--- src/rtl/fft_frame_ctrl.sv ---
// Stream sequencer around the 4096-point FFT core: gates the core clock enable, frames results as a
// valid/ready stream with bin markers, and flushes/drains. FFT_FRAME_CTRL_STALL_CNT_EN adds o_stall_cnt.
module fft_frame_ctrl #(
    parameter int LGSIZE = 12,
    parameter int IW     = 12,
    parameter int OW     = 19,
    parameter int FCW    = 3
) (
    input  logic                i_clk,
    input  logic                i_reset,
    input  logic                i_s_valid,
    output logic                o_s_ready,
    input  logic [2*IW-1:0]     i_s_data,
    input  logic                i_flush,
    output logic                o_fft_reset,
    output logic                o_fft_ce,
    output logic [2*IW-1:0]     o_fft_sample,
    input  logic [2*OW-1:0]     i_fft_result,
    input  logic                i_fft_sync,
    output logic                o_m_valid,
    input  logic                i_m_ready,
    output logic [2*OW-1:0]     o_m_data,
    output logic [LGSIZE-1:0]   o_m_bin,
    output logic                o_m_first,
    output logic                o_m_last,
    output logic                o_busy
`ifdef FFT_FRAME_CTRL_STALL_CNT_EN
    ,
    output logic [15:0]         o_stall_cnt
`endif
);

    typedef enum logic [1:0] {S_RUN, S_PAD, S_DRAIN, S_CLR} state_t;

    localparam logic [LGSIZE-1:0] LAST_BIN = {LGSIZE{1'b1}};

    state_t              state_q, state_d;
    logic [LGSIZE-1:0]   in_idx_q, in_idx_d;
    logic [LGSIZE-1:0]   bin_q, bin_d;
    logic [FCW-1:0]      inflight_q, inflight_d;
    logic                started_q, started_d;
    logic                pend_q, pend_d;
    logic                room, feeding, counting, hs, wrap, dec;

    always_comb begin
        o_m_valid    = pend_q && (started_q || i_fft_sync) && (inflight_q != '0);
        room         = !o_m_valid || i_m_ready;
        feeding      = (state_q == S_PAD) || (state_q == S_DRAIN);
        counting     = (state_q == S_RUN) || (state_q == S_PAD);
        o_fft_ce     = room && ((state_q == S_RUN) ? i_s_valid : feeding);
        o_s_ready    = (state_q == S_RUN) && room;
        o_fft_sample = (state_q == S_RUN) ? i_s_data : '0;
        o_fft_reset  = i_reset || (state_q == S_CLR);
        o_m_data     = i_fft_result;
        // The core flags bin 0 with sync; realign the local bin counter on it.
        o_m_bin      = (o_m_valid && i_fft_sync) ? '0 : bin_q;
        o_m_first    = (o_m_bin == '0);
        o_m_last     = (o_m_bin == LAST_BIN);
        o_busy       = (state_q != S_RUN) || (inflight_q != '0);
        hs           = o_m_valid && i_m_ready;
        wrap         = o_fft_ce && counting && (in_idx_q == LAST_BIN);
        dec          = hs && o_m_last;
    end

    always_comb begin
        state_d    = state_q;
        in_idx_d   = in_idx_q;
        bin_d      = bin_q;
        inflight_d = inflight_q;
        started_d  = started_q;
        pend_d     = pend_q;

        if (o_fft_ce && counting)
            in_idx_d = in_idx_q + 1'b1;

        if (wrap && !dec)
            inflight_d = inflight_q + 1'b1;
        else if (dec && !wrap)
            inflight_d = inflight_q - 1'b1;

        // A core output not accepted as a beat (pre-sync or no frame in flight) is dropped.
        if (o_fft_ce)
            pend_d = 1'b1;
        else if (hs || (pend_q && !o_m_valid))
            pend_d = 1'b0;

        if (pend_q && i_fft_sync)
            started_d = 1'b1;

        if (hs)
            bin_d = o_m_bin + 1'b1;

        case (state_q)
            S_RUN: begin
                if (i_flush) begin
                    if (in_idx_q != '0)
                        state_d = S_PAD;
                    else if (inflight_q != '0)
                        state_d = S_DRAIN;
                end
            end
            S_PAD: begin
                if (wrap)
                    state_d = S_DRAIN;
            end
            S_DRAIN: begin
                if (dec && (inflight_q == FCW'(1)))
                    state_d = S_CLR;
            end
            S_CLR: begin
                state_d   = S_RUN;
                in_idx_d  = '0;
                bin_d     = '0;
                started_d = 1'b0;
                pend_d    = 1'b0;
            end
            default: state_d = S_RUN;
        endcase
    end

    always_ff @(posedge i_clk) begin
        if (i_reset) begin
            state_q    <= S_RUN;
            in_idx_q   <= '0;
            bin_q      <= '0;
            inflight_q <= '0;
            started_q  <= 1'b0;
            pend_q     <= 1'b0;
        end else begin
            state_q    <= state_d;
            in_idx_q   <= in_idx_d;
            bin_q      <= bin_d;
            inflight_q <= inflight_d;
            started_q  <= started_d;
            pend_q     <= pend_d;
        end
    end

`ifdef FFT_FRAME_CTRL_STALL_CNT_EN
    logic [15:0] stall_cnt_q, stall_cnt_d;

    always_comb begin
        stall_cnt_d = stall_cnt_q;
        if (state_q == S_CLR)
            stall_cnt_d = '0;
        else if (o_m_valid && !i_m_ready && (stall_cnt_q != 16'hFFFF))
            stall_cnt_d = stall_cnt_q + 1'b1;
    end

    always_ff @(posedge i_clk) begin
        if (i_reset)
            stall_cnt_q <= '0;
        else
            stall_cnt_q <= stall_cnt_d;
    end

    assign o_stall_cnt = stall_cnt_q;
`endif

endmodule

--- config.mk ---
export PLATFORM = sky130hd
export DESIGN_NAME = fft_frame_ctrl
export DESIGN_NICKNAME = d
export VERILOG_FILES = /design/src/rtl/fft_frame_ctrl.sv
export SDC_FILE = /design/constraint.sdc
export NUM_CORES = 1
export LEC_CHECK = 0
export CAP_MARGIN = 20
export CORE_UTILIZATION = 40
export CTS_CLUSTER_DIAMETER = 200
export CTS_CLUSTER_SIZE = 16
export DETAILED_ROUTE_END_ITERATION = 10
export GPL_ROUTABILITY_DRIVEN = 0
export HOLD_SLACK_MARGIN = 0.12
export PLACE_DENSITY_LB_ADDON = 0.05
export RECOVER_POWER = 25
export SLEW_MARGIN = 5
export SYNTH_ARGS = -nofsm -noshare
export SYNTH_HDL_FRONTEND = slang
export SYNTH_SLANG_ARGS = --single-unit
--- constraint.sdc ---
create_clock -name i_clk -period 7.5 [get_ports i_clk]
set_input_delay 1.5 -clock i_clk [delete_from_list [all_inputs] [get_ports i_clk]]
set_output_delay 1.5 -clock i_clk [all_outputs]
set_load 0.01 [all_outputs]
# Yosys cells after proc, flatten, opt, wreduce, memory -nomap -nowiden
# Cells that the tools add are included.
[totals] ff_bits=31 input_bits=68 elab_cells=66
[op_classes] addsub=4 n_eq_ne=10 muxes=13 reduce_logical=33
[op_table] op="$add A12 B1 Y12 const B" n=2
[op_table] op="$eq A12 B12 Y1 const B" n=2
[op_table] op="$mux W24" n=1
[op_table] op="$logic_and A1 B1 Y1" n=14
[op_table] op="$logic_not A12 Y1" n=1
[op_table] op="$mux W12" n=1
[op_table] op="$reduce_bool A12 Y1" n=1
[op_table] op="$mux W2" n=5
[op_table] op="$pmux W2 S4" n=1
[op_table] op="$logic_or A1 B1 Y1" n=7
[op_table] op="$mux W3" n=2
[op_table] op="$reduce_bool A2 Y1" n=3
[op_table] op="$eq A2 B2 Y1 const B" n=2
[op_table] op="$ne A2 B2 Y1 const B" n=2
[op_table] op="$reduce_and A4 Y1" n=1
[op_table] op="$add A3 B1 Y3 const B" n=1
[op_table] op="$eq A3 B1 Y1 const B" n=1
[op_table] op="$logic_not A1 Y1" n=3
[op_table] op="$mux W1" n=3
[op_table] op="$ne A3 B1 Y1 const B" n=1
[op_table] op="$reduce_bool A3 Y1" n=1
[op_table] op="$sub A3 B1 Y3 const B" n=1
[op_table] op="$eq A2 B1 Y1 const B" n=1
[op_table] op="$logic_not A2 Y1" n=1
[op_table] op="2 further kinds" n=2

# Depth between registers and ports, before layout
[depth] word_depth=12 depth_mapped=18

# Least setup slack after synthesis
# No wires, ideal clock.
[synth_timing] path_kind="input port to output port" startpoint="input port i_fft_sync" endpoint="output port o_m_last" arrival_time_ps=2952 path_slack_ps=3048 cell_stages=8 path_buffers=1 cell_sequence="nand3_1 clkbuf_1 and2_1 ha_1 nand3_1 or2_2 nor2_1 and2_1"
[synth_between] elab_chain_cells=6
[synth_lines] item="start: declaration" line="19" text="input logic i_fft_sync,"
[synth_lines] item="$logic_or A1 B1 Y1" line="46" text="o_m_valid = pend_q && (started_q || i_fft_sync) && (inflight_q != '0);"
[synth_lines] item="$logic_and A1 B1 Y1 (2 in series)" line="46"
[synth_lines] item="$logic_and A1 B1 Y1 *" line="56" text="o_m_bin = (o_m_valid && i_fft_sync) ? '0 : bin_q;"
[synth_lines] item="$mux W12 *" line="56"
[synth_lines] item="net o_m_bin[1]" line="23" text="output logic [LGSIZE-1:0] o_m_bin,"
[synth_lines] item="$eq A12 B12 Y1 *" line="58" text="o_m_last = (o_m_bin == LAST_BIN);"
[synth_lines] item="end: declaration" line="25" text="output logic o_m_last,"
# Mark *: on every way through the listed nets, which the timed path passes. The rest lies on a longest branch.

# Final worst setup path
[layout_timing] startpoint="input port i_fft_sync" endpoint="output port o_m_last"
[layout_between] elab_chain_cells=6
[layout_lines] item="$logic_or A1 B1 Y1" line="46"
[layout_lines] item="$logic_and A1 B1 Y1 (2 in series)" line="46"
[layout_lines] item="$logic_and A1 B1 Y1 *" line="56"
[layout_lines] item="$mux W12 *" line="56"
[layout_lines] item="$eq A12 B12 Y1 *" line="58"
# Every way passes the cells marked *; elsewhere a longest branch is shown, timed or not.

==> flow_metrics.env <==
export IMPL_dpl_cell_area_um2=2880
export IMPL_p_int_mw=0.470
export IMPL_cts_tree="done"
export IMPL_core_region_area_um2=5640
export IMPL_pwr_share_clk_pct=22.2
export IMPL_clock_sinks=31
export IMPL_cp_slowest_stage_delay_ns=0.53
export IMPL_fillers=561
export IMPL_diodes=0
export IMPL_cp_slowest_cell="clkdlybuf4s50_1"
export IMPL_drt_initial_drc_count=80
export IMPL_p_switching_mw=0.248
export IMPL_io_buffers=72
export IMPL_die_y_um=79.5
export IMPL_grtUsageMet1_pct=23.8
export IMPL_seqPwrFrac_pct=27.0
export IMPL_cts_root_buf="clkbuf_8"
export IMPL_vias=2094
export IMPL_worst_path_buf_inv=3
export IMPL_cp_max_fo=13
export IMPL_cp_arrival_ns=4.17
export IMPL_multi_input_area_um2=1390
export IMPL_critPathLaunchType="input pin"
export IMPL_grt_usage_pct=19.4
export IMPL_rsz0062_at_grt="false"
export IMPL_seqCellArea_um2=621
export IMPL_post_cts_setup_buffers=0
export IMPL_worstPathRequired_ns=6.00
export IMPL_fin_cells=412
export IMPL_hp_class="reg -> reg"
export IMPL_cts_clk_slew_worst_paths_ns=0.06
export IMPL_htreeDepth=2
export IMPL_grt_pass1_vias=1890
export IMPL_layout_commonest_cell="clkdlybuf4s50_1"
export IMPL_drc=0
export IMPL_slew_headroom_pct=-5.29
export IMPL_finalHoldViolations=0
export IMPL_wl_per_cell_um=14.7
export IMPL_ioPinCount=149
export IMPL_path_class="in -> out"
export IMPL_ys_types=44
export IMPL_whs_ns=0.488
export IMPL_viasPerCell=5.08
export IMPL_clock_skew_final_ns=0.00749
export IMPL_clock_latency_ns=0.29
export IMPL_fin_ws_ns=1.83
export IMPL_pwr_density_cell_nw_per_um2=241
export IMPL_yosysTopAreaCell="dfxtp_1"
export IMPL_synth_largest_type_area_fraction_pct=25.9
export IMPL_cap_violations=1
export IMPL_cp_end_kind="output port"
export IMPL_worst_pin_slew_ns=1.58
export IMPL_fin_setup_tns_ns=0
export IMPL_synth_edff_count=0
export IMPL_grt_ovfl_total=0
export IMPL_dpl_hpwl_um=4630
export IMPL_synth_area_um2=2400
export IMPL_yosysWarnings=0
export IMPL_min_period_over_period_pct=75.5
export IMPL_worstPathCellList="clkdlybuf4s50_1, nand3_1, nand2_1, inv_1, ha_1, nand3_1, or2_2, nor2_1, and2_1, clkdlybuf4s50_1"
export IMPL_dr_pass1_iters=4
export IMPL_initial_core_util_pct=42.5
export IMPL_cts_hold_buffers_added=0
export IMPL_power_mw=0.719
export IMPL_cp_top_family="simple AND/OR/NAND/NOR gates"
export IMPL_synth_seq_cells=31
export IMPL_failed_checks="capacitance limit, slew limit"
export IMPL_synth_area_leaders="dfxtp_1, buf_4, and2_1, ha_1, xor2_1"
export IMPL_rows=27
export IMPL_ys_flop_type="dfxtp_1"
export IMPL_pre_cts_ws_ns=1.86
export IMPL_grt_util_met2_pct=31.7
export IMPL_synth_nets=391
export IMPL_wl_um=6060
export IMPL_antenna_found_initial=0
export IMPL_async_flop_share_pct=0
export IMPL_die_width_um=79.5
export IMPL_final_area_um2=2990
export IMPL_power_leakage_nw=1.11
export IMPL_combPwrFrac_pct=50.8
export IMPL_syn_inst=309
export IMPL_drive_above_1_share_pct=4.41
export IMPL_numCtsBuffers=5
export IMPL_slew_violations=28
export IMPL_cts_resized=0
export IMPL_fin_nets=422
export IMPL_finalSetupViolations=0
export IMPL_fmax_mhz=177
export IMPL_detail_route_antenna_nets=0
export IMPL_status="complete, but fails checks"
export IMPL_layout_common_cells="clkdlybuf4s50_1, and2_1, nor2_1"
export IMPL_switching_share_pct=34.5
export IMPL_place_inst=405
export IMPL_period_minus_slack_ns=5.67
export IMPL_cts_buffer_depth=2
export IMPL_ys_seq_area_share_pct=25.9
export IMPL_grt_pass1_wl_um=9450
export IMPL_gr_usage_met3_pct=6.63
export IMPL_grt_max_degree=30
export IMPL_area_delta_synth_final_pct=24.5
export IMPL_finish_utilization_pct=52.9
export IMPL_busiest_layer="met2"
export IMPL_syn_area_per_cell_um2=7.77
export IMPL_ir_drop_mv=0.114
export IMPL_dieArea_um2=6310
[layout make-up]
cell class                      count  share of cell area, %
Clock inverter                      1                   1.01
Tap cell                           72                   3.02
Inverter                           17                   2.14
Sequential cell                    31                   20.8
Clock buffer                        6                   2.43
Multi-Input combinational cell    213                   46.5
Timing Repair Buffer               72                   24.1
[synthesized netlist by cell type (3+ instances only)]
cell type,instances
a211oi_1,3
nor4_1,9
nand2_1,23
mux2i_1,3
and3_1,3
buf_4,38
nand3_1,12
a21oi_1,11
dfxtp_1,31
o21ai_0,4
xor2_1,15
ha_1,14
clkbuf_1,7
nor3_1,4
inv_1,17
xnor2_1,3
nor2_1,34
nand4_1,10
and2_1,35
[tightest hold or removal path, delay by kind of cell (launching register included)]
family	cells	cell delay (ns)
flops	1	0.33
compound gates	1	0.05
simple gates	1	0.06
[state kept, by name (all words and copies together), names as in the netlist]
signal      count
inflight_q      3
bin_q          12
started_q       1
in_idx_q       12
pend_q          1
state_q         2
[worst paths after layout]
check                        to          start  cells past startpoint  slack, ns
setup / recovery       o_m_last     i_fft_sync                     10       1.83
hold / removal      in_idx_q[0]    in_idx_q[0]                      2       0.49
setup reg to reg  inflight_q[2]  inflight_q[0]                     14       4.02
hold reg to reg     in_idx_q[0]    in_idx_q[0]                      2       0.49
[logic make-up after synthesis]
logic type	after synthesis	share of synthesized area, %
flip-flops	31	25.9
buffers and inverters	65	16.3
XOR/XNOR	18	6.57
AO/OA/AOI/OAI	32	10.0
AND/OR/NAND/NOR	145	32.2
multiplexers	4	1.82
adder cells (fa/ha/maj)	14	7.30
[power groups by stage]
| stage | Sequential (mW) | Clock [mW] | Combinational, mW |
|---|---|---|---|
| 5_1_grt | 0.197 | 0.172 | 0.401 |
| 2_1_floorplan | 0.190 | 0 | 0.232 |
| 3_3_place_gp | 0.197 | 0 | 0.368 |
| 4_1_cts | 0.194 | 0.164 | 0.371 |
| 3_5_place_dp | 0.197 | 0 | 0.369 |
| 6_report | 0.194 | 0.160 | 0.365 |
[layer usage]
metal / share of wire [%] / vias up
li1: - / 1061
met2: 46 / 100
met4: 1.2 / 0
met3: 9.3 / 15
met1: 43 / 918
met5: 0 / -
Note: power is estimated with default switching activity, not from simulation.
